--- src/rtl/fifo_ctrl_pkg.sv ---
// Shared types and defaults for the FIFO write arbiter.
package fifo_ctrl_pkg;

  typedef enum logic {IDLE = 1'b0, XFER = 1'b1} state_t;

  localparam int DEF_DATA_WIDTH = 8;
  localparam int DEF_NUM_REQ    = 4;
  localparam int DEF_PKT_SIZE   = 10;
  localparam int STALL_W        = 16;

endpackage

--- src/rtl/fifo_wr_arbiter_rr_picker.sv ---
// Round-robin winner select: first requester at or above rr_ptr, wrapping to 0.
module rr_picker
  import fifo_ctrl_pkg::*;
#(
  parameter int NUM_REQ = DEF_NUM_REQ,
  parameter int PTR_W   = $clog2(NUM_REQ)
) (
  input  logic [NUM_REQ-1:0] req,
  input  logic [PTR_W-1:0]   rr_ptr,
  output logic [NUM_REQ-1:0] win,
  output logic               valid
);

  int idx;

  always_comb begin
    win   = '0;
    valid = 1'b0;
    idx   = 0;
    for (int k = 0; k < NUM_REQ; k++) begin
      idx = int'(rr_ptr) + k;
      if (idx >= NUM_REQ) idx = idx - NUM_REQ;
      if (!valid && req[idx]) begin
        win[idx] = 1'b1;
        valid    = 1'b1;
      end
    end
  end

endmodule

--- src/rtl/fifo_wr_arbiter.sv ---
// Packet-granular round-robin arbiter feeding one FIFO write port.
module fifo_wr_arbiter
  import fifo_ctrl_pkg::*;
#(
  parameter int DATA_WIDTH = DEF_DATA_WIDTH,
  parameter int NUM_REQ    = DEF_NUM_REQ,
  parameter int PKT_SIZE   = DEF_PKT_SIZE
) (
  input  logic                          CLK,
  input  logic                          RST,
  input  logic [NUM_REQ-1:0]            REQ,
  input  logic [NUM_REQ*DATA_WIDTH-1:0] DATA,
  output logic [NUM_REQ-1:0]            ACK,
  output logic [NUM_REQ-1:0]            GNT,
  input  logic                          FULL,
  output logic                          W_INC,
  output logic [DATA_WIDTH-1:0]         WR_DATA,
  output logic                          BUSY,
  output logic                          PKT_DONE,
  output logic [STALL_W-1:0]            STALL_CNT
);

  localparam int         PTR_W = $clog2(NUM_REQ);
  localparam logic [7:0] LAST  = 8'(PKT_SIZE - 1);

  state_t               state, state_nxt;
  logic [PTR_W-1:0]     rr_ptr, gnt_idx;
  logic [7:0]           byte_cnt;
  logic [STALL_W-1:0]   stall_cnt;
  logic [NUM_REQ-1:0]   win;
  logic                 win_vld, last_byte;

  rr_picker #(.NUM_REQ(NUM_REQ), .PTR_W(PTR_W)) u_pick (
    .req    (REQ),
    .rr_ptr (rr_ptr),
    .win    (win),
    .valid  (win_vld)
  );

  always_comb begin
    gnt_idx = '0;
    WR_DATA = '0;
    for (int i = 0; i < NUM_REQ; i++) begin
      if (GNT[i]) begin
        gnt_idx = PTR_W'(i);
        if (state == XFER) WR_DATA = DATA[i*DATA_WIDTH +: DATA_WIDTH];
      end
    end
  end

  assign BUSY      = (state == XFER);
  assign W_INC     = BUSY & ~FULL;
  assign ACK       = GNT & {NUM_REQ{W_INC}};
  assign last_byte = W_INC && (byte_cnt == LAST);
  assign PKT_DONE  = last_byte;
  assign STALL_CNT = stall_cnt;

  always_comb begin
    state_nxt = state;
    case (state)
      IDLE:    if (win_vld)   state_nxt = XFER;
      XFER:    if (last_byte) state_nxt = IDLE;
      default: state_nxt = IDLE;
    endcase
  end

  always_ff @(posedge CLK or posedge RST) begin
    if (RST) state <= IDLE;
    else     state <= state_nxt;
  end

  // GNT is held for the whole packet; REQ is only looked at in IDLE.
  always_ff @(posedge CLK or posedge RST) begin
    if (RST) begin
      GNT       <= '0;
      rr_ptr    <= '0;
      byte_cnt  <= '0;
      stall_cnt <= '0;
    end else if (state == IDLE) begin
      if (win_vld) begin
        GNT      <= win;
        byte_cnt <= '0;
      end
    end else begin
      if (last_byte) begin
        GNT      <= '0;
        byte_cnt <= '0;
        rr_ptr   <= (gnt_idx == PTR_W'(NUM_REQ - 1)) ? '0 : gnt_idx + PTR_W'(1);
      end else if (W_INC) begin
        byte_cnt <= byte_cnt + 8'd1;
      end
      if (FULL && stall_cnt != '1) stall_cnt <= stall_cnt + STALL_W'(1);
    end
  end

endmodule

--- config.mk ---
export PLATFORM = sky130hd
export DESIGN_NAME = fifo_wr_arbiter
export DESIGN_NICKNAME = d
export VERILOG_FILES = /design/src/rtl/fifo_ctrl_pkg.sv /design/src/rtl/fifo_wr_arbiter_rr_picker.sv /design/src/rtl/fifo_wr_arbiter.sv
export SDC_FILE = /design/constraint.sdc
export NUM_CORES = 1
export LEC_CHECK = 0
export CORE_UTILIZATION = 34
export CTS_BUF_LIST = sky130_fd_sc_hd__clkbuf_4 sky130_fd_sc_hd__clkbuf_8
export DETAILED_ROUTE_END_ITERATION = 10
export PLACE_DENSITY_LB_ADDON = 0.08
export SYNTH_ARGS = -nofsm -noshare
export SYNTH_HDL_FRONTEND = slang
export SYNTH_SLANG_ARGS = --single-unit
--- constraint.sdc ---
create_clock -name CLK -period 6.35 [get_ports CLK]
set_input_delay 1.5875 -clock CLK [delete_from_list [all_inputs] [get_ports CLK]]
set_output_delay 1.5875 -clock CLK [all_outputs]
set_load 0.02 [all_outputs]
==> results.txt <==
outcome: finished, violations left
failing checks: design-rule violations
share of layout cells above drive strength 1: 7.06%
CTS root buf: clkbuf_8
Max Transition Viols Final: 0
Inserted Clock Buffers: 5
htree depth: 2
die height: 84.9 um
DRC viols: 4
hold crit path type: flop to flop
total nets after synthesis: 319
cell with the most instances after synthesis: nand2_1
Switching Share: 39.0%
Yosys warnings: 0
final worst-path cycle share: 83.3%
Initial Util: 35.9%
PortBufs: 73
crit path time final: 5.29 ns
CTS sink count: 31
crit start category: input port
# nets final: 385
Worst Slack Setup Final: 1.06 ns
Worst Max-Slew Pin Slew: 0.628 ns
DP Wirelength: 4870 um
Worst-path clk slew: 0.06 ns
vias in the first global route: 2067
critical path class: input port to output port
Post-Route Skew: 0.00917 ns
max cap viols: 0
WHS Path Cells: 1
R2R Setup Slk: 3.52 ns
Comb pwr share: 42.9%
hold worst-path end: STALL_CNT[14]
mean post-synth cell area: 8.55 sq um
hold path start: STALL_CNT[14]
share of flip-flops with an asynchronous set or reset: 100%
reg2reg path depth: 6
final hold violations: 0
Power Internal: 0.557 mW
Seq pwr share: 34.8%
Clock power frac: 22.4%
Ports: 74
Fmax: 189 MHz
drt first pass iters: 7
share of Yosys cell area claimed by the top area cell type: 33.2%
Hold WS: 0.491 ns
Synth-to-Final Area Change: 37.6%
first-pass GRT wire length: 10400 um
WL/cell: 15.6 um
Distinct cells, synth: 48
Skew-Pair Late Insertion Delay: 0.29 ns
crit path launch: FULL
dpl ws: 1.08 ns
Worst setup EP type: output port
FF-to-FF End: GNT[2]
most instantiated cells after synthesis: 35 x nand2_1, 31 x dfrtp_1, 16 x o22ai_1
Die ar.: 7200 sq um
number of diodes: 0
RSZ-0062 raised after global routing: false
Clock Path Buffers: 2
core box area: 6490 sq um
Synth Instances: 273
Psw: 0.356 mW
Synth area leaders: dfrtp_1 33%, nand2_1 5.6%, xor2_1 4.9%
reg2reg start: rr_ptr[0]
Die X: 84.9 um
maximum VDD drop: 0.180 mV
CTS tree: built
Routed Wire Length: 6490 um
Site Rows: 29
Finish-stage setup viols: 0
initial antenna violation count: 0
CTS Hold Bufs: 0
post-route setup TNS: 0 ns
via count: 2304
CP arrival: 3.70 ns
EDFF count, synth: 0
area leader, netlist: dfrtp_1
grt ovf: 0
DRT antenna net count: 0
Critical Path Fanout Max: 11
Main synth FF type: dfrtp_1
GPL Wtd Cong: 0.848
Yosys reg bits: 31
relative slew slack: 57.1%
register area share after synthesis: 33.2%
Post-Syn Area: 2330 sq um
largest net degree at the start of global routing: 27
cts repair resizes: 0
Via density: 5.53
CP Data Required Time: 4.76 ns
initial DRC count: 148
Total Routing Usage GR: 18.4%
Post-CTS Setup Bufs: 0
PwrDens: 284 nW/um^2
P_leak: 1.39 nW
registers in the layout, summed over array words and instances (netlist names):
| register | cells |
|---|---|
| GNT | 4 |
| byte_cnt | 8 |
| rr_ptr | 2 |
| STALL_CNT | 16 |
| BUSY | 1 |
stage by stage:
step | instances | util [%] | power (mW) | area [sq um]
floorplan | 273 | - | 0.575 | 2330
global placement | 409 | 47.7 | 0.710 | 3100
detailed placement | 409 | 47.7 | 0.708 | 3100
CTS | 417 | 49.5 | 0.917 | 3210
global route | 417 | 49.5 | 0.978 | 3210
finish | 417 | 49.5 | 0.913 | 3210
cells by family after synthesis:
family	share of synthesized area, %
buffers and inverters	5.25
multiplexers	6.43
flip-flops	33.2
XOR/XNOR	4.88
adder cells (fa/ha/maj)	3.75
AO/OA/AOI/OAI	22.8
AND/OR/NAND/NOR	23.6
layer usage:
| layer | vias up | global-route usage (%) | share of wire (%) |
|---|---|---|---|
| li1 | 1157 | - | - |
| met1 | 1091 | 26.9 | 50 |
| met2 | 52 | 27.1 | 46 |
| met3 | 4 | 4.47 | 3.5 |
| met4 | 0 | 4.62 | 0.66 |
| met5 | - | 0 | 0 |
layout by cell type (no fill, tap or decap), types with 2 or more instances in the layout:
cell	instances
and4_1	2
buf_4	2
nor2_1	15
ha_1	7
o22ai_1	16
nand2b_1	4
o21ai_1	8
a2111oi_0	4
nor4_1	3
o21ai_0	4
a211oi_1	3
nand2_1	35
inv_1	11
mux2_1	2
mux2i_1	4
mux2_2	3
mux2i_2	2
dfrtp_1	31
nor3_1	6
clkbuf_8	6
clkdlybuf4s50_1	73
nand3_1	9
nand4_1	5
nor3_2	2
o211ai_1	10
a31oi_1	5
a221o_1	7
xor2_1	13
a21oi_1	15
and3_1	14
power by group through the flow:
stage / registers, mW / clock network, mW / logic (mW)
floorplan: 0.310 / 0 / 0.264
global placement: 0.321 / 0 / 0.388
detailed placement: 0.321 / 0 / 0.387
CTS: 0.317 / 0.210 / 0.390
global route: 0.328 / 0.221 / 0.429
finish: 0.317 / 0.204 / 0.391
worst max-delay path, cell delays in order:
cell and delay [ns]:
clkdlybuf4s50_1 0.50, inv_1 0.17, nand2_1 0.16, inv_1 0.30
and3_1 0.34, clkdlybuf4s50_1 0.65
cell type report:
class / count / area (sq um)
clock buffer: 6 / 82.6
clock inverter: 2 / 35.0
fill: 632 / 3280
inverter: 11 / 41.3
multi-input combinational: 215 / 1440
sequential: 31 / 776
tap: 77 / 96.3
timing repair buffer: 75 / 746
worst max path at each step:
stage                 end  slack [ns]  cells after the start
3_5_place_dp     PKT_DONE        1.08                      6
6_report         PKT_DONE        1.06                      6
2_1_floorplan  WR_DATA[3]        2.50                      4
5_1_grt          PKT_DONE        0.91                      6
3_3_place_gp     PKT_DONE        1.12                      6
4_1_cts          PKT_DONE        1.06                      6
Note: power is estimated with default switching activity, not from simulation.
